### src/rtl/div_pkg.sv
// div_pkg: shared sizing functions, default tan80/tan100 clamp constants and saturation helper for div_pipe
package div_pkg;
  localparam logic [19:0] CLAMP_MAX_DEF = 20'h5ABD9;
  localparam logic [19:0] CLAMP_MIN_DEF = 20'hA5426;
  function automatic int q_w(int a_w, int f_w);
    return a_w + f_w;
  endfunction
  function automatic int n_stg(int qw, int bps);
    return (qw + bps - 1) / bps;
  endfunction
  function automatic logic [63:0] sat_max(int w);
    return (64'd1 << (w - 1)) - 64'd1;
  endfunction
endpackage

### src/rtl/div_pipe_if.sv
// div_pipe_if: div_pipe sample bus (en, i_valid/i_a/i_b/i_tag in; o_valid/o/o_tag/o_div0/o_busy out) with master/slave modports
interface div_pipe_if #(
  parameter int A_W = 9,
  parameter int B_W = 9,
  parameter int O_W = 20,
  parameter int TAG_W = 8
);
  logic en;
  logic i_valid;
  logic [A_W-1:0] i_a;
  logic [B_W-1:0] i_b;
  logic [TAG_W-1:0] i_tag;
  logic o_valid;
  logic [O_W-1:0] o;
  logic [TAG_W-1:0] o_tag;
  logic o_div0;
  logic o_busy;
  modport master (output en, i_valid, i_a, i_b, i_tag, input o_valid, o, o_tag, o_div0, o_busy);
  modport slave (input en, i_valid, i_a, i_b, i_tag, output o_valid, o, o_tag, o_div0, o_busy);
endinterface

### src/rtl/div_pipe_stage.sv
// div_pipe_stage: BPS restoring-division steps per stage; q carries remaining dividend bits on top and quotient bits shifting in below
module div_pipe_stage #(
  parameter int BPS = 2,
  parameter int B_W = 9,
  parameter int Q_W = 26,
  parameter int TAG_W = 8
)(
  input  logic clk,
  input  logic rst,
  input  logic en,
  input  logic [B_W:0] rem_i,
  output logic [B_W:0] rem_o,
  input  logic [B_W-1:0] div_i,
  output logic [B_W-1:0] div_o,
  input  logic [Q_W-1:0] q_i,
  output logic [Q_W-1:0] q_o,
  input  logic valid_i,
  output logic valid_o,
  input  logic [TAG_W-1:0] tag_i,
  output logic [TAG_W-1:0] tag_o,
  input  logic sign_i,
  output logic sign_o,
  input  logic div0_i,
  output logic div0_o
);
  logic [B_W:0] r;
  logic [Q_W-1:0] q;
  logic ge;
  always_comb begin
    r = rem_i;
    q = q_i;
    ge = 1'b0;
    for (int i = 0; i < BPS; i++) begin
      r = {r[B_W-1:0], q[Q_W-1]};
      ge = r >= {1'b0, div_i};
      r = ge ? r - {1'b0, div_i} : r;
      q = {q[Q_W-2:0], ge};
    end
  end
  always_ff @(posedge clk) begin
    if (rst) valid_o <= 1'b0;
    else if (en) valid_o <= valid_i;
  end
  always_ff @(posedge clk) begin
    if (en) begin
      rem_o <= r;
      div_o <= div_i;
      q_o <= q;
      tag_o <= tag_i;
      sign_o <= sign_i;
      div0_o <= div0_i;
    end
  end
endmodule

### src/rtl/div_pipe.sv
// div_pipe: pipelined signed fixed-point divider o = a / b with div0/overflow saturation; clk, rst, bus (div_pipe_if.slave); DIV_PIPE_CLAMP_EN enables output clamp
module div_pipe import div_pkg::*; #(
  parameter int A_W = 9,
  parameter int B_W = 9,
  parameter int O_I_W = 4,
  parameter int O_F_W = 16,
  parameter int BPS = 2,
  parameter int TAG_W = 8,
  parameter logic [O_I_W+O_F_W-1:0] CLAMP_MAX = CLAMP_MAX_DEF,
  parameter logic [O_I_W+O_F_W-1:0] CLAMP_MIN = CLAMP_MIN_DEF
)(
  input logic clk,
  input logic rst,
  div_pipe_if.slave bus
);
  localparam int O_W = O_I_W + O_F_W;
  localparam int Q_W = q_w(A_W, O_F_W);
  localparam int N_STG = n_stg(Q_W, BPS);
  localparam int P_W = N_STG * BPS;
  localparam logic [O_W-1:0] SAT = O_W'(sat_max(O_W));
`ifdef DIV_PIPE_CLAMP_EN
  localparam bit CLAMP_ON = 1'b1;
`else
  localparam bit CLAMP_ON = 1'b0;
`endif
  logic [A_W-1:0] a_abs_q;
  logic [B_W-1:0] b_abs_q;
  logic sign_q, div0_q, v0_q;
  logic [TAG_W-1:0] tag0_q;
  logic [B_W:0] rem [N_STG+1];
  logic [B_W-1:0] dv [N_STG+1];
  logic [P_W-1:0] qp [N_STG+1];
  logic [TAG_W-1:0] tg [N_STG+1];
  logic [N_STG:0] vl, sg, dz;
  logic [O_W-1:0] mag, res_d, res_q, clp_d, o_q;
  logic [TAG_W-1:0] rtag_q, otag_q;
  logic rdz_q, rv_q, ov_q, odz_q;
  logic unused_ok;
  always_ff @(posedge clk) begin
    if (rst) v0_q <= 1'b0;
    else if (bus.en) v0_q <= bus.i_valid;
  end
  // a zero divisor has no quotient sign, so the sign flag carries the dividend sign instead
  always_ff @(posedge clk) begin
    if (bus.en) begin
      a_abs_q <= bus.i_a[A_W-1] ? -bus.i_a : bus.i_a;
      b_abs_q <= bus.i_b[B_W-1] ? -bus.i_b : bus.i_b;
      div0_q <= bus.i_b == '0;
      sign_q <= (bus.i_b == '0) ? bus.i_a[A_W-1] : bus.i_a[A_W-1] ^ bus.i_b[B_W-1];
      tag0_q <= bus.i_tag;
    end
  end
  assign rem[0] = '0;
  assign dv[0] = b_abs_q;
  assign qp[0] = P_W'({a_abs_q, O_F_W'(0)});
  assign tg[0] = tag0_q;
  assign vl[0] = v0_q;
  assign sg[0] = sign_q;
  assign dz[0] = div0_q;
  for (genvar g = 0; g < N_STG; g++) begin : g_stg
    div_pipe_stage #(.BPS(BPS), .B_W(B_W), .Q_W(P_W), .TAG_W(TAG_W)) u_stg (
      .clk(clk), .rst(rst), .en(bus.en),
      .rem_i(rem[g]), .rem_o(rem[g+1]),
      .div_i(dv[g]), .div_o(dv[g+1]),
      .q_i(qp[g]), .q_o(qp[g+1]),
      .valid_i(vl[g]), .valid_o(vl[g+1]),
      .tag_i(tg[g]), .tag_o(tg[g+1]),
      .sign_i(sg[g]), .sign_o(sg[g+1]),
      .div0_i(dz[g]), .div0_o(dz[g+1])
    );
  end
  assign unused_ok = ^{rem[N_STG], dv[N_STG]};
  assign mag = (dz[N_STG] || 64'(qp[N_STG]) > sat_max(O_W)) ? SAT : O_W'(qp[N_STG]);
  assign res_d = sg[N_STG] ? -mag : mag;
  assign clp_d = !CLAMP_ON ? res_q :
                 $signed(res_q) > $signed(CLAMP_MAX) ? CLAMP_MAX :
                 $signed(res_q) < $signed(CLAMP_MIN) ? CLAMP_MIN : res_q;
  always_ff @(posedge clk) begin
    if (bus.en) begin
      res_q <= res_d;
      rtag_q <= tg[N_STG];
      rdz_q <= dz[N_STG];
    end
  end
  always_ff @(posedge clk) begin
    if (rst) begin
      rv_q <= 1'b0;
      ov_q <= 1'b0;
    end else if (bus.en) begin
      rv_q <= vl[N_STG];
      ov_q <= rv_q;
    end
  end
  // output data only loads on a valid result so it holds between results
  always_ff @(posedge clk) begin
    if (rst) begin
      o_q <= '0;
      otag_q <= '0;
      odz_q <= 1'b0;
    end else if (bus.en && rv_q) begin
      o_q <= clp_d;
      otag_q <= rtag_q;
      odz_q <= rdz_q;
    end
  end
  assign bus.o_valid = ov_q;
  assign bus.o = o_q;
  assign bus.o_tag = otag_q;
  assign bus.o_div0 = odz_q;
  assign bus.o_busy = |vl | rv_q | ov_q;
endmodule
### src/flat_wrapper.sv
// flat-port wrapper written by rule: the top's interface ports become plain ports
module div_pipe_flat import div_pkg::*;
#(
  parameter int A_W = 9,
  parameter int B_W = 9,
  parameter int O_I_W = 4,
  parameter int O_F_W = 16,
  parameter int BPS = 2,
  parameter int TAG_W = 8,
  parameter logic [O_I_W+O_F_W-1:0] CLAMP_MAX = CLAMP_MAX_DEF,
  parameter logic [O_I_W+O_F_W-1:0] CLAMP_MIN = CLAMP_MIN_DEF
)
  (clk, rst, bus_en, bus_i_valid, bus_i_a, bus_i_b, bus_i_tag, bus_o_valid, bus_o, bus_o_tag, bus_o_div0, bus_o_busy);
  div_pipe_if #(.A_W(A_W), .B_W(B_W), .TAG_W(TAG_W)) bus_i ();
  input logic clk;
  input logic rst;
  input wire logic [$bits(bus_i.en)-1:0] bus_en;
  input wire logic [$bits(bus_i.i_valid)-1:0] bus_i_valid;
  input wire logic [$bits(bus_i.i_a)-1:0] bus_i_a;
  input wire logic [$bits(bus_i.i_b)-1:0] bus_i_b;
  input wire logic [$bits(bus_i.i_tag)-1:0] bus_i_tag;
  output wire logic [$bits(bus_i.o_valid)-1:0] bus_o_valid;
  output wire logic [$bits(bus_i.o)-1:0] bus_o;
  output wire logic [$bits(bus_i.o_tag)-1:0] bus_o_tag;
  output wire logic [$bits(bus_i.o_div0)-1:0] bus_o_div0;
  output wire logic [$bits(bus_i.o_busy)-1:0] bus_o_busy;
  assign bus_i.en = bus_en;
  assign bus_i.i_valid = bus_i_valid;
  assign bus_i.i_a = bus_i_a;
  assign bus_i.i_b = bus_i_b;
  assign bus_i.i_tag = bus_i_tag;
  assign bus_o_valid = bus_i.o_valid;
  assign bus_o = bus_i.o;
  assign bus_o_tag = bus_i.o_tag;
  assign bus_o_div0 = bus_i.o_div0;
  assign bus_o_busy = bus_i.o_busy;
  div_pipe #(.A_W(A_W), .B_W(B_W), .O_I_W(O_I_W), .O_F_W(O_F_W), .BPS(BPS), .TAG_W(TAG_W), .CLAMP_MAX(CLAMP_MAX), .CLAMP_MIN(CLAMP_MIN)) u_core (.clk(clk), .rst(rst), .bus(bus_i));
endmodule
### config.mk
export PLATFORM = sky130hd
export DESIGN_NAME = div_pipe_flat
export DESIGN_NICKNAME = d
export VERILOG_FILES = /design/src/rtl/div_pkg.sv /design/src/rtl/div_pipe_if.sv /design/src/rtl/div_pipe_stage.sv /design/src/rtl/div_pipe.sv /design/src/flat_wrapper.sv
export SDC_FILE = /design/constraint.sdc
export NUM_CORES = 1
export LEC_CHECK = 0
export CAP_MARGIN = 20
export CORE_MARGIN = 1.5
export CORE_UTILIZATION = 40
export DETAILED_ROUTE_END_ITERATION = 10
export GPL_TIMING_DRIVEN = 0
export PLACE_DENSITY = 0.52
export SLEW_MARGIN = 20
export SYNTH_ARGS = -nofsm -noshare
export SYNTH_HDL_FRONTEND = slang
export SYNTH_SLANG_ARGS = --single-unit
### constraint.sdc
create_clock -name clk -period 6.25 [get_ports clk]
set_input_delay 1.25 -clock clk [delete_from_list [all_inputs] [get_ports clk]]
set_output_delay 1.25 -clock clk [all_outputs]
set_load 0.02 [all_outputs]
==> impl_results.html, run 1 <==
<table>
<tr><th>Metric</th><th>Value</th></tr>
<tr><th colspan="2">Setup path</th></tr>
<tr><td>Critical Path AT</td><td>5.86 ns</td></tr>
<tr><td>Endpoint of the worst-slack reg-to-reg timing path</td><td>u_core.g_stg[5].u_stg.rem_o[7]$_DFFE_PP_</td></tr>
<tr><td>Peak per-stage delay on the critical path</td><td>0.48 ns</td></tr>
<tr><td>Count of cells along the worst register-to-register path</td><td>16</td></tr>
<tr><td>Sort of element at the start of the critical path</td><td>register</td></tr>
<tr><td>Required time reported for the critical path endpoint</td><td>6.60 ns</td></tr>
<tr><td>Kind of end point of the critical path</td><td>register</td></tr>
<tr><td>Register-to-register setup slack</td><td>0.75 ns</td></tr>
<tr><td>Worst path buffer plus inverter count</td><td>3</td></tr>
<tr><td>FF-to-FF Start</td><td>u_core.g_stg[4].u_stg.div_o[2]$_DFFE_PP_</td></tr>
<tr><td>Highest net fanout along the worst path</td><td>10</td></tr>
<tr><td>Critical Path, Cell by Cell</td><td>inv_1 &gt; ha_1 &gt; nor2b_1 &gt; o31a_1 &gt; o31a_1 &gt; a21oi_1 &gt; clkbuf_1 &gt; mux2i_1 &gt; ha_1 &gt; o21a_1 &gt; o31a_1 &gt; o41ai_1 &gt; o21ai_0 &gt; a221o_1 &gt; clkbuf_1 &gt; mux2_2</td></tr>
<tr><td>Top cell by count, worst path</td><td>sky130_fd_sc_hd__o31a_1</td></tr>
<tr><td>Count of cell instances traversed by the critical path</td><td>16</td></tr>
<tr><td>Worst setup path category</td><td>register to register</td></tr>
<tr><td>Cell with the largest stage delay on the worst path</td><td>sky130_fd_sc_hd__clkbuf_1</td></tr>
<tr><td>Largest delay share family, worst path</td><td>compound AO/OA/AOI/OAI gates</td></tr>
<tr><th colspan="2">Global route</th></tr>
<tr><td>Global-route met2 utilization</td><td>0.243</td></tr>
<tr><td>Total global routing track utilization</td><td>0.150</td></tr>
<tr><td>Met1 global-route usage</td><td>0.202</td></tr>
<tr><td>Pin count of the biggest net entering global routing</td><td>104</td></tr>
<tr><td>Total grt overflow</td><td>0</td></tr>
<tr><td>Vias in the first global route</td><td>19.3k</td></tr>
<tr><td>Global route hottest layer</td><td>met2</td></tr>
<tr><td>Wire length of the first global-routing pass</td><td>99,700 um</td></tr>
<tr><td>Initial antenna violation count</td><td>0</td></tr>
<tr><td>GR met3 Demand/Resource</td><td>0.0231</td></tr>
<tr><th colspan="2">Drt</th></tr>
<tr><td>Overall via count from detail_route</td><td>19.2k</td></tr>
<tr><td>Number of search-and-repair iterations in the first detailed-routing pass</td><td>7</td></tr>
<tr><td>Post-route DRC violation count</td><td>0</td></tr>
<tr><td>Per-cell via count in the routed design</td><td>5.13</td></tr>
<tr><td>Final routed wire length divided by cell count</td><td>16.5 um</td></tr>
<tr><td>Drt total wl</td><td>61,800 um</td></tr>
<tr><td>Number of design-rule violations left by the first detailed-router iteration</td><td>1,225</td></tr>
<tr><td>Antenna viol nets, final</td><td>0</td></tr>
<tr><th colspan="2">Logic synthesis</th></tr>
<tr><td>Sequential share of the synthesized area</td><td>0.594</td></tr>
<tr><td>Prevailing post-synth register cell</td><td>sky130_fd_sc_hd__edfxtp_1</td></tr>
<tr><td>Post-synth EDFFs</td><td>605</td></tr>
<tr><td>Avg Inst Size Synth</td><td>12.9 um2</td></tr>
<tr><td>Flip-flop and latch count after synthesis</td><td>650</td></tr>
<tr><td>Synthesized cell area</td><td>32,100 um2</td></tr>
<tr><td>Synthesized Nets</td><td>2,768</td></tr>
<tr><td>Number of unique standard cell types used by synthesis</td><td>75</td></tr>
<tr><td>Yosys warning total</td><td>0</td></tr>
<tr><td>Number of standard cells after synthesis</td><td>2,499</td></tr>
<tr><td>Fraction of registers with async set or reset after synthesis</td><td>0</td></tr>
<tr><th colspan="2">Floorplanning</th></tr>
<tr><td>Die area</td><td>82,000 um2</td></tr>
<tr><td>Core area</td><td>79,300 um2</td></tr>
<tr><td>Chip width</td><td>286 um</td></tr>
<tr><td>Cell row count</td><td>103</td></tr>
<tr><td>Ports placed on the boundary</td><td>61</td></tr>
<tr><td>Vertical extent of the die</td><td>286 um</td></tr>
<tr><td>Effective utilization at floorplan</td><td>0.405</td></tr>
<tr><th colspan="2">Pwr</th></tr>
<tr><td>Cell-internal power</td><td>12.8 mW</td></tr>
<tr><td>Pwr Density</td><td>539 nW/um2</td></tr>
<tr><td>Share of total power consumed by net switching</td><td>0.350</td></tr>
<tr><td>Clock power frac</td><td>0.213</td></tr>
<tr><td>Worst vdd ir</td><td>0.000317 V</td></tr>
<tr><td>Leakage</td><td>14.0 nW</td></tr>
<tr><td>Switching power summed over all nets</td><td>6.91 mW</td></tr>
<tr><td>Share of total power in sequential cells</td><td>0.320</td></tr>
<tr><td>Combinational Power Share</td><td>0.467</td></tr>
<tr><th colspan="2">Cells and area</th></tr>
<tr><td>Area occupied by multi-input gates</td><td>12,100 um2</td></tr>
<tr><td>Final non-filler cell total</td><td>3,749</td></tr>
<tr><td>Layout cells sized above 1</td><td>0.0945</td></tr>
<tr><td>Fin area</td><td>36,600 um2</td></tr>
<tr><td>Sequential cell area in the final layout</td><td>19,100 um2</td></tr>
<tr><td>Number of fillers in the final layout</td><td>7,043</td></tr>
<tr><td>Diodes inserted</td><td>0</td></tr>
<tr><td>Relative area change from synthesis to final layout</td><td>13.9%</td></tr>
<tr><td>Final layout net count</td><td>2,910</td></tr>
<tr><th colspan="2">STA</th></tr>
<tr><td>Hold Vio Cnt, Final</td><td>0</td></tr>
<tr><td>Worst slew pin tran</td><td>0.826 ns</td></tr>
<tr><td>Minimum period implied by the final worst setup slack</td><td>5.50 ns</td></tr>
<tr><td>Top achievable clock speed</td><td>0.182 GHz</td></tr>
<tr><td>Final setup violating endpoints</td><td>0</td></tr>
<tr><td>Max-slew violations</td><td>0</td></tr>
<tr><td>Unrepaired setup endpoints after global routing</td><td>no</td></tr>
<tr><td>Total negative slack for setup checks</td><td>0 ns</td></tr>
<tr><td>Ratio of final minimum period to clock period</td><td>0.880</td></tr>
<tr><td>Post-Route Skew</td><td>0.0222 ns</td></tr>
<tr><td>Max-slew headroom</td><td>0.445</td></tr>
<tr><th colspan="2">Clocking</th></tr>
<tr><td>Quantity of gates resized following cts</td><td>0</td></tr>
<tr><td>Total of hold buffers inserted after clock tree synthesis</td><td>0</td></tr>
<tr><td>TritonCTS sink count</td><td>650</td></tr>
<tr><td>CTS buffer count</td><td>76</td></tr>
<tr><td>Source-to-sink clock delay at the later pin of the worst-skew pair</td><td>0.62 ns</td></tr>
<tr><td>H-Tree Level Count</td><td>3</td></tr>
<tr><td>CTS tree</td><td>done</td></tr>
<tr><td>Clock transition at path regs</td><td>0.06 ns</td></tr>
<tr><td>CTS root buf</td><td>sky130_fd_sc_hd__clkbuf_16</td></tr>
<tr><td>Number of post-CTS setup repair buffers</td><td>0</td></tr>
<tr><td>Clk buf depth</td><td>3</td></tr>
<tr><th colspan="2">Outcome</th></tr>
<tr><td>Outcome</td><td>complete, no violations</td></tr>
<tr><th colspan="2">Placement</th></tr>
<tr><td>Number of I/O port buffers</td><td>58</td></tr>
<tr><td>Cells after DPL</td><td>3,613</td></tr>
<tr><td>Final weighted congestion in routability-driven placement</td><td>0.855</td></tr>
<tr><td>Placed inst area</td><td>34,200 um2</td></tr>
<tr><td>DPL Wire Length</td><td>45,000 um</td></tr>
<tr><th colspan="2">Worst hold path</th></tr>
<tr><td>Startpoint of the lowest-slack hold path</td><td>u_core.g_stg[5].u_stg.tag_o[7]$_DFFE_PP_</td></tr>
<tr><td>Instance count along the most critical hold path</td><td>0</td></tr>
<tr><td>Class of the worst hold path</td><td>register to register</td></tr>
<tr><td>Endpoint, Worst Hold</td><td>u_core.g_stg[6].u_stg.tag_o[7]$_DFFE_PP_</td></tr>
<tr><th colspan="2">Job</th></tr>
<tr><td>Max-cap violations</td><td>0</td></tr>
</table>
## through the flow
step | setup slack (ns) | hold WS (ns) | utilization | power, mW
global placement | -16.25 | 0.401 | 0.429 | 15.5
detailed placement | 0.787 | 0.405 | 0.431 | 15.5
global route | 0.438 | 0.410 | 0.462 | 21.2
floorplan | 1.80 | 0.400 | - | 13.6
CTS | 0.729 | 0.404 | 0.462 | 19.9
finish | 0.748 | 0.401 | 0.462 | 19.7
## Yosys cell counts, drive strengths merged (9+ instances only)
library cell / n / area (um2)
o31ai: 25 / 188
mux2: 106 / 1250
or3: 14 / 87.6
ha: 222 / 2780
nand2b: 23 / 144
o21ai: 106 / 531
xor2: 46 / 403
a31oi: 11 / 75.1
fa: 17 / 340
clkbuf: 33 / 124
o31a: 19 / 166
or2: 23 / 144
edfxtp: 605 / 18200
nand4: 31 / 194
a211oi: 10 / 75.1
nand2: 149 / 559
xnor2: 109 / 955
mux2i: 36 / 360
nor2b: 40 / 250
nor2: 163 / 614
nor4: 10 / 62.6
nor3: 45 / 225
a21o: 43 / 323
or4: 9 / 67.6
and3: 12 / 75.1
dfxtp: 45 / 901
o21a: 47 / 353
a21oi: 148 / 741
and2: 22 / 143
inv: 195 / 737
nand3: 27 / 135
## routing by layer
metal | vias to the layer above | wire length, um
met5 | - | 0
met4 | 0 | 1810
met3 | 124 | 2330
met2 | 345 | 28300
met1 | 9202 | 29400
li1 | 9577 | -
## worst max path at each step
stage          slack (ns)                                        to                                     start
6_report             0.75  u_core.g_stg[5].u_stg.rem_o[7]$_DFFE_PP_  u_core.g_stg[4].u_stg.div_o[2]$_DFFE_PP_
3_3_place_gp       -16.25             u_core.bus.o[18]$_SDFFE_PP0P_                                    bus_en
5_1_grt              0.44  u_core.g_stg[5].u_stg.rem_o[7]$_DFFE_PP_  u_core.g_stg[4].u_stg.div_o[2]$_DFFE_PP_
4_1_cts              0.73  u_core.g_stg[5].u_stg.rem_o[7]$_DFFE_PP_  u_core.g_stg[4].u_stg.div_o[2]$_DFFE_PP_
3_5_place_dp         0.79  u_core.g_stg[5].u_stg.rem_o[7]$_DFFE_PP_  u_core.g_stg[4].u_stg.div_o[2]$_DFFE_PP_
2_1_floorplan        1.80  u_core.g_stg[5].u_stg.rem_o[4]$_DFFE_PP_  u_core.g_stg[4].u_stg.rem_o[1]$_DFFE_PP_
## placed cells by master (no fill, tap or decap), types with 20 or more instances in the layout
cell type,count
sky130_fd_sc_hd__nor2_1,162
sky130_fd_sc_hd__clkdlybuf4s50_1,57
sky130_fd_sc_hd__or2_2,23
sky130_fd_sc_hd__inv_1,191
sky130_fd_sc_hd__nor2b_1,40
sky130_fd_sc_hd__mux2_2,77
sky130_fd_sc_hd__clkbuf_16,77
sky130_fd_sc_hd__nand4_1,31
sky130_fd_sc_hd__clkbuf_1,51
sky130_fd_sc_hd__o21ai_0,93
sky130_fd_sc_hd__nand2b_1,23
sky130_fd_sc_hd__and2_1,20
sky130_fd_sc_hd__xnor2_1,109
sky130_fd_sc_hd__nor3_1,45
sky130_fd_sc_hd__nand2_1,149
sky130_fd_sc_hd__ha_1,222
sky130_fd_sc_hd__mux2i_1,36
sky130_fd_sc_hd__a21oi_1,148
sky130_fd_sc_hd__dfxtp_1,45
sky130_fd_sc_hd__edfxtp_1,605
sky130_fd_sc_hd__nand3_1,27
sky130_fd_sc_hd__o31ai_1,25
sky130_fd_sc_hd__o21a_1,47
sky130_fd_sc_hd__a21o_1,43
sky130_fd_sc_hd__xor2_1,46
## cell type report
| type | count | area share |
|---|---|---|
| buffer | 41 | 0.00469 |
| clock buffer | 99 | 0.0560 |
| clock inverter | 37 | 0.00944 |
| inverter | 195 | 0.0201 |
| multi-input combinational | 1613 | 0.332 |
| sequential | 650 | 0.521 |
| tap | 1050 | 0.0359 |
| timing repair buffer | 64 | 0.0205 |
## flip-flops by register name (all words and copies together), names as in the netlist, 20 cells and up
| name | count |
|---|---|
| u_core.g_stg.u_stg.q_o | 202 |
| u_core.g_stg.u_stg.tag_o | 104 |
| u_core.g_stg.u_stg.div_o | 108 |
| u_core.bus.o | 20 |
| u_core.clp_d | 20 |
| u_core.g_stg.u_stg.rem_o | 108 |
## kinds of logic (layout without fill, tap and decap cells)
family | Yosys count | count (layout) | share of synthesized area
AO/OA/AOI/OAI | 499 | 499 | 0.102
XOR/XNOR | 155 | 155 | 0.0423
adder cells (fa/ha/maj) | 239 | 239 | 0.0971
buffers and inverters | 236 | 436 | 0.0283
flip-flops | 650 | 650 | 0.594
multiplexers | 142 | 142 | 0.0503
AND/OR/NAND/NOR | 578 | 578 | 0.0866
## power groups by stage
stage	registers [mW]	clock network, mW	logic, mW
floorplan	6.22	0	7.33
global placement	6.56	0	8.93
detailed placement	6.38	0	9.12
CTS	6.31	4.36	9.22
global route	6.37	4.52	10.3
finish	6.30	4.20	9.22
Power figures use the tool's default switching activity.
==> inputs of run 2 (changes only) <==
--- a/config.mk
+++ b/config.mk
@@ -5,6 +5,7 @@
 export SDC_FILE = /design/constraint.sdc
 export NUM_CORES = 1
 export LEC_CHECK = 0
+export ABC_CLOCK_PERIOD_IN_PS = 6250
 export CAP_MARGIN = 20
 export CORE_MARGIN = 1.5
 export CORE_UTILIZATION = 40
==> results of run 2 <==
The final DEF is identical to that of run 1; final timing and power are the same.
==> inputs of run 3 (changes only) <==
--- a/config.mk
+++ b/config.mk
@@ -5,13 +5,14 @@
 export SDC_FILE = /design/constraint.sdc
 export NUM_CORES = 1
 export LEC_CHECK = 0
+export ABC_AREA = 1
 export ABC_CLOCK_PERIOD_IN_PS = 6250
 export CAP_MARGIN = 20
 export CORE_MARGIN = 1.5
-export CORE_UTILIZATION = 40
+export CORE_UTILIZATION = 25
 export DETAILED_ROUTE_END_ITERATION = 10
 export GPL_TIMING_DRIVEN = 0
-export PLACE_DENSITY = 0.52
+export PLACE_DENSITY = 0.36
 export SLEW_MARGIN = 20
 export SYNTH_ARGS = -nofsm -noshare
 export SYNTH_HDL_FRONTEND = slang
==> impl_results.html, run 3 <==
<table>
<tr><th>Metric</th><th>Value</th></tr>
<tr><th colspan="2">Outcome</th></tr>
<tr><td>Outcome</td><td>complete, no violations</td></tr>
<tr><th colspan="2">Drt</th></tr>
<tr><td>Per-cell via count in the routed design</td><td>4.15</td></tr>
<tr><td>Number of design-rule violations left by the first detailed-router iteration</td><td>1,218</td></tr>
<tr><td>Post-route DRC violation count</td><td>0</td></tr>
<tr><td>Final routed wire length divided by cell count</td><td>14.4 um</td></tr>
<tr><td>Number of search-and-repair iterations in the first detailed-routing pass</td><td>5</td></tr>
<tr><td>Drt total wl</td><td>75,000 um</td></tr>
<tr><td>Antenna viol nets, final</td><td>0</td></tr>
<tr><td>Overall via count from detail_route</td><td>21.7k</td></tr>
<tr><th colspan="2">Logic synthesis</th></tr>
<tr><td>Sequential share of the synthesized area</td><td>0.570</td></tr>
<tr><td>Flip-flop and latch count after synthesis</td><td>650</td></tr>
<tr><td>Share of Yosys cell area claimed by the top area cell type</td><td>0.543</td></tr>
<tr><td>Fraction of registers with async set or reset after synthesis</td><td>0</td></tr>
<tr><td>Yosys warning total</td><td>0</td></tr>
<tr><td>Most common cell in the netlist</td><td>sky130_fd_sc_hd__nand2_1</td></tr>
<tr><td>Avg Inst Size Synth</td><td>10.3 um2</td></tr>
<tr><td>Number of standard cells after synthesis</td><td>3,245</td></tr>
<tr><td>Most numerous cell types in the synthesized netlist</td><td>sky130_fd_sc_hd__nand2_1, sky130_fd_sc_hd__edfxtp_1, sky130_fd_sc_hd__inv_1</td></tr>
<tr><td>Library cell occupying the most area in the post-synthesis netlist</td><td>sky130_fd_sc_hd__edfxtp_1</td></tr>
<tr><td>Number of unique standard cell types used by synthesis</td><td>51</td></tr>
<tr><td>Main area contributors after synthesis</td><td>sky130_fd_sc_hd__edfxtp_1, sky130_fd_sc_hd__nand2_1, sky130_fd_sc_hd__ha_1, sky130_fd_sc_hd__inv_1, sky130_fd_sc_hd__nand3_1</td></tr>
<tr><td>Synthesized cell area</td><td>33,500 um2</td></tr>
<tr><td>Prevailing post-synth register cell</td><td>sky130_fd_sc_hd__edfxtp_1</td></tr>
<tr><td>Synthesized Nets</td><td>3,514</td></tr>
<tr><td>Post-synth EDFFs</td><td>605</td></tr>
<tr><th colspan="2">Setup path</th></tr>
<tr><td>Top cell by count, worst path</td><td>sky130_fd_sc_hd__nand3_1</td></tr>
<tr><td>Highest net fanout along the worst path</td><td>10</td></tr>
<tr><td>Required time reported for the critical path endpoint</td><td>6.71 ns</td></tr>
<tr><td>Register-to-register setup slack</td><td>1.94 ns</td></tr>
<tr><td>Critical Path AT</td><td>4.77 ns</td></tr>
<tr><td>Sort of element at the start of the critical path</td><td>register</td></tr>
<tr><td>Worst setup path category</td><td>register to register</td></tr>
<tr><td>Critical Path, Cell by Cell</td><td>ha_1 &gt; inv_1 &gt; fa_1 &gt; nand3_1 &gt; nand2_1 &gt; nand2_1 &gt; nand2_1 &gt; a21oi_2 &gt; buf_6 &gt; o21ai_0 &gt; fa_1 &gt; nand3_1 &gt; nand3_1 &gt; inv_1 &gt; o21ai_0 &gt; a21oi_1 &gt; nand3_1 &gt; buf_4 &gt; o21ai_1</td></tr>
<tr><td>Cell with the largest stage delay on the worst path</td><td>sky130_fd_sc_hd__fa_1</td></tr>
<tr><td>Peak per-stage delay on the critical path</td><td>0.49 ns</td></tr>
<tr><td>Worst path buffer plus inverter count</td><td>4</td></tr>
<tr><td>Kind of end point of the critical path</td><td>register</td></tr>
<tr><td>Largest delay share family, worst path</td><td>compound AO/OA/AOI/OAI gates</td></tr>
<tr><th colspan="2">Cells and area</th></tr>
<tr><td>Leading cell type in the layout, fill and taps excluded</td><td>sky130_fd_sc_hd__nand2_1</td></tr>
<tr><td>Final layout net count</td><td>3,663</td></tr>
<tr><td>Largest registers</td><td>u_core.g_stg.u_stg.q_o x202, u_core.g_stg.u_stg.div_o x108, u_core.g_stg.u_stg.rem_o x108</td></tr>
<tr><td>Most frequent cells in the layout</td><td>sky130_fd_sc_hd__nand2_1, sky130_fd_sc_hd__edfxtp_1, sky130_fd_sc_hd__inv_1</td></tr>
<tr><td>Diodes inserted</td><td>0</td></tr>
<tr><td>Number of fillers in the final layout</td><td>13.9k</td></tr>
<tr><td>Final non-filler cell total</td><td>5,226</td></tr>
<tr><td>Layout cells sized above 1</td><td>0.0758</td></tr>
<tr><td>Flip-flop count of the largest register, all copies and words added</td><td>202</td></tr>
<tr><td>Register name with the most flops</td><td>u_core.g_stg.u_stg.q_o</td></tr>
<tr><td>Relative area change from synthesis to final layout</td><td>17.2%</td></tr>
<tr><th colspan="2">Pwr</th></tr>
<tr><td>Power Total</td><td>20.6 mW</td></tr>
<tr><td>Worst vdd ir</td><td>0.000215 V</td></tr>
<tr><td>Leakage</td><td>16.2 nW</td></tr>
<tr><td>Pwr Density</td><td>524 nW/um2</td></tr>
<tr><th colspan="2">Global route</th></tr>
<tr><td>Initial antenna violation count</td><td>0</td></tr>
<tr><td>Total global routing track utilization</td><td>0.111</td></tr>
<tr><td>Vias in the first global route</td><td>21.9k</td></tr>
<tr><td>Wire length of the first global-routing pass</td><td>121,000 um</td></tr>
<tr><td>Total grt overflow</td><td>0</td></tr>
<tr><td>Pin count of the biggest net entering global routing</td><td>96</td></tr>
<tr><th colspan="2">Placement</th></tr>
<tr><td>DPL Wire Length</td><td>55,600 um</td></tr>
<tr><td>Cells after DPL</td><td>5,078</td></tr>
<tr><td>Number of I/O port buffers</td><td>58</td></tr>
<tr><td>DP Worst Slack</td><td>1.67 ns</td></tr>
<tr><td>Final weighted congestion in routability-driven placement</td><td>0.794</td></tr>
<tr><th colspan="2">STA</th></tr>
<tr><td>Final setup slack of the worst path</td><td>1.94 ns</td></tr>
<tr><td>Max-slew headroom</td><td>0.510</td></tr>
<tr><td>Total negative slack for setup checks</td><td>0 ns</td></tr>
<tr><td>Hold Vio Cnt, Final</td><td>0</td></tr>
<tr><td>Ratio of final minimum period to clock period</td><td>0.689</td></tr>
<tr><td>Post-Route Skew</td><td>0.0372 ns</td></tr>
<tr><td>Max-slew violations</td><td>0</td></tr>
<tr><td>Unrepaired setup endpoints after global routing</td><td>no</td></tr>
<tr><td>Worst Hold Slack</td><td>0.382 ns</td></tr>
<tr><td>Worst slew pin tran</td><td>0.735 ns</td></tr>
<tr><td>Top achievable clock speed</td><td>0.232 GHz</td></tr>
<tr><td>Minimum period implied by the final worst setup slack</td><td>4.31 ns</td></tr>
<tr><td>Final setup violating endpoints</td><td>0</td></tr>
<tr><th colspan="2">Floorplanning</th></tr>
<tr><td>Chip width</td><td>369 um</td></tr>
<tr><td>Vertical extent of the die</td><td>369 um</td></tr>
<tr><td>Effective utilization at floorplan</td><td>0.251</td></tr>
<tr><td>Die area</td><td>136,000 um2</td></tr>
<tr><td>Core area</td><td>133,000 um2</td></tr>
<tr><td>Ports placed on the boundary</td><td>61</td></tr>
<tr><td>Cell row count</td><td>134</td></tr>
<tr><th colspan="2">Clocking</th></tr>
<tr><td>Source-to-sink clock delay at the later pin of the worst-skew pair</td><td>0.68 ns</td></tr>
<tr><td>Number of post-CTS setup repair buffers</td><td>0</td></tr>
<tr><td>Total of hold buffers inserted after clock tree synthesis</td><td>0</td></tr>
<tr><td>Clk buf depth</td><td>3</td></tr>
<tr><td>CTS buffer count</td><td>82</td></tr>
<tr><td>TritonCTS sink count</td><td>650</td></tr>
<tr><td>Quantity of gates resized following cts</td><td>0</td></tr>
<tr><td>CTS root buf</td><td>sky130_fd_sc_hd__clkbuf_16</td></tr>
<tr><td>Clock transition at path regs</td><td>0.06 ns</td></tr>
<tr><td>H-Tree Level Count</td><td>3</td></tr>
<tr><td>CTS tree</td><td>done</td></tr>
<tr><th colspan="2">Worst hold path</th></tr>
<tr><td>Class of the worst hold path</td><td>register to register</td></tr>
<tr><th colspan="2">Job</th></tr>
<tr><td>Max-cap violations</td><td>0</td></tr>
</table>
[run 3: per-stage QoR]
step                      instance area (um2)   util
after floorplan                         33500      -
after global placement                  36300  0.272
after detailed placement                36500  0.274
after CTS                               39200  0.295
after global routing                    39200  0.295
final                                   39200  0.295
[run 3: logic make-up (layout without fill, tap and decap cells)]
family                     Yosys count  count (layout)  synth area share
AOI/OAI and AO/OA                  372             372            0.0625
DFF                                650             650             0.570
xor gates and xnor gates           154             154            0.0403
adders and majority gates          239             239            0.0932
buffers and inverters              434             647            0.0517
and+or+nand+nor                   1396            1396             0.183
[run 3: cell type report]
cell class | instances | area, um2 | share of cell area
clock inverter | 46 | 553 | 0.0141
clock buffer | 102 | 2210 | 0.0563
sequential | 650 | 19100 | 0.486
tap | 1768 | 2210 | 0.0564
inverter | 393 | 1480 | 0.0376
multi-input combinational | 2161 | 12700 | 0.323
timing repair buffer | 65 | 778 | 0.0198
buffer | 41 | 256 | 0.00654
[run 3: routing by layer]
metal / track usage / part of all wire / up-vias
li1: - / - / 11400
met1: 0.141 / 0.47 / 9991
met2: 0.188 / 0.47 / 237
met3: 0.0219 / 0.029 / 116
met4: 0.0374 / 0.029 / 0
met5: 0 / 0 / -
[run 3: report_power, final]
group	internal [mW]	switching, mW	total (mW)	leakage [nW]
logic	3.49	6.00	9.49	8.61
registers	5.92	0.349	6.27	6.29
clock network	2.83	1.97	4.80	1.33
total	12.2	8.32	20.6	16.2
[run 3: worst paths after layout]
kind | start | to | cells past startpoint
max | u_core.g_stg[0].u_stg.div_o[0]$_DFFE_PP_ | u_core.g_stg[1].u_stg.rem_o[6]$_DFFE_PP_ | 19
min | u_core.g_stg[11].u_stg.q_o[13]$_DFFE_PP_ | u_core.g_stg[12].u_stg.q_o[15]$_DFFE_PP_ | 0
max reg2reg | u_core.g_stg[0].u_stg.div_o[0]$_DFFE_PP_ | u_core.g_stg[1].u_stg.rem_o[6]$_DFFE_PP_ | 19
min reg2reg | u_core.g_stg[11].u_stg.q_o[13]$_DFFE_PP_ | u_core.g_stg[12].u_stg.q_o[15]$_DFFE_PP_ | 0
[run 3: worst register-to-register path, delay by kind of cell, from the launching register on]
kind | cells | cell delay (ns)
compound gates | 5 | 1.13
fa+ha+maj | 3 | 1.11
buf+inv | 4 | 0.59
flops | 1 | 0.46
simple gates | 7 | 0.84
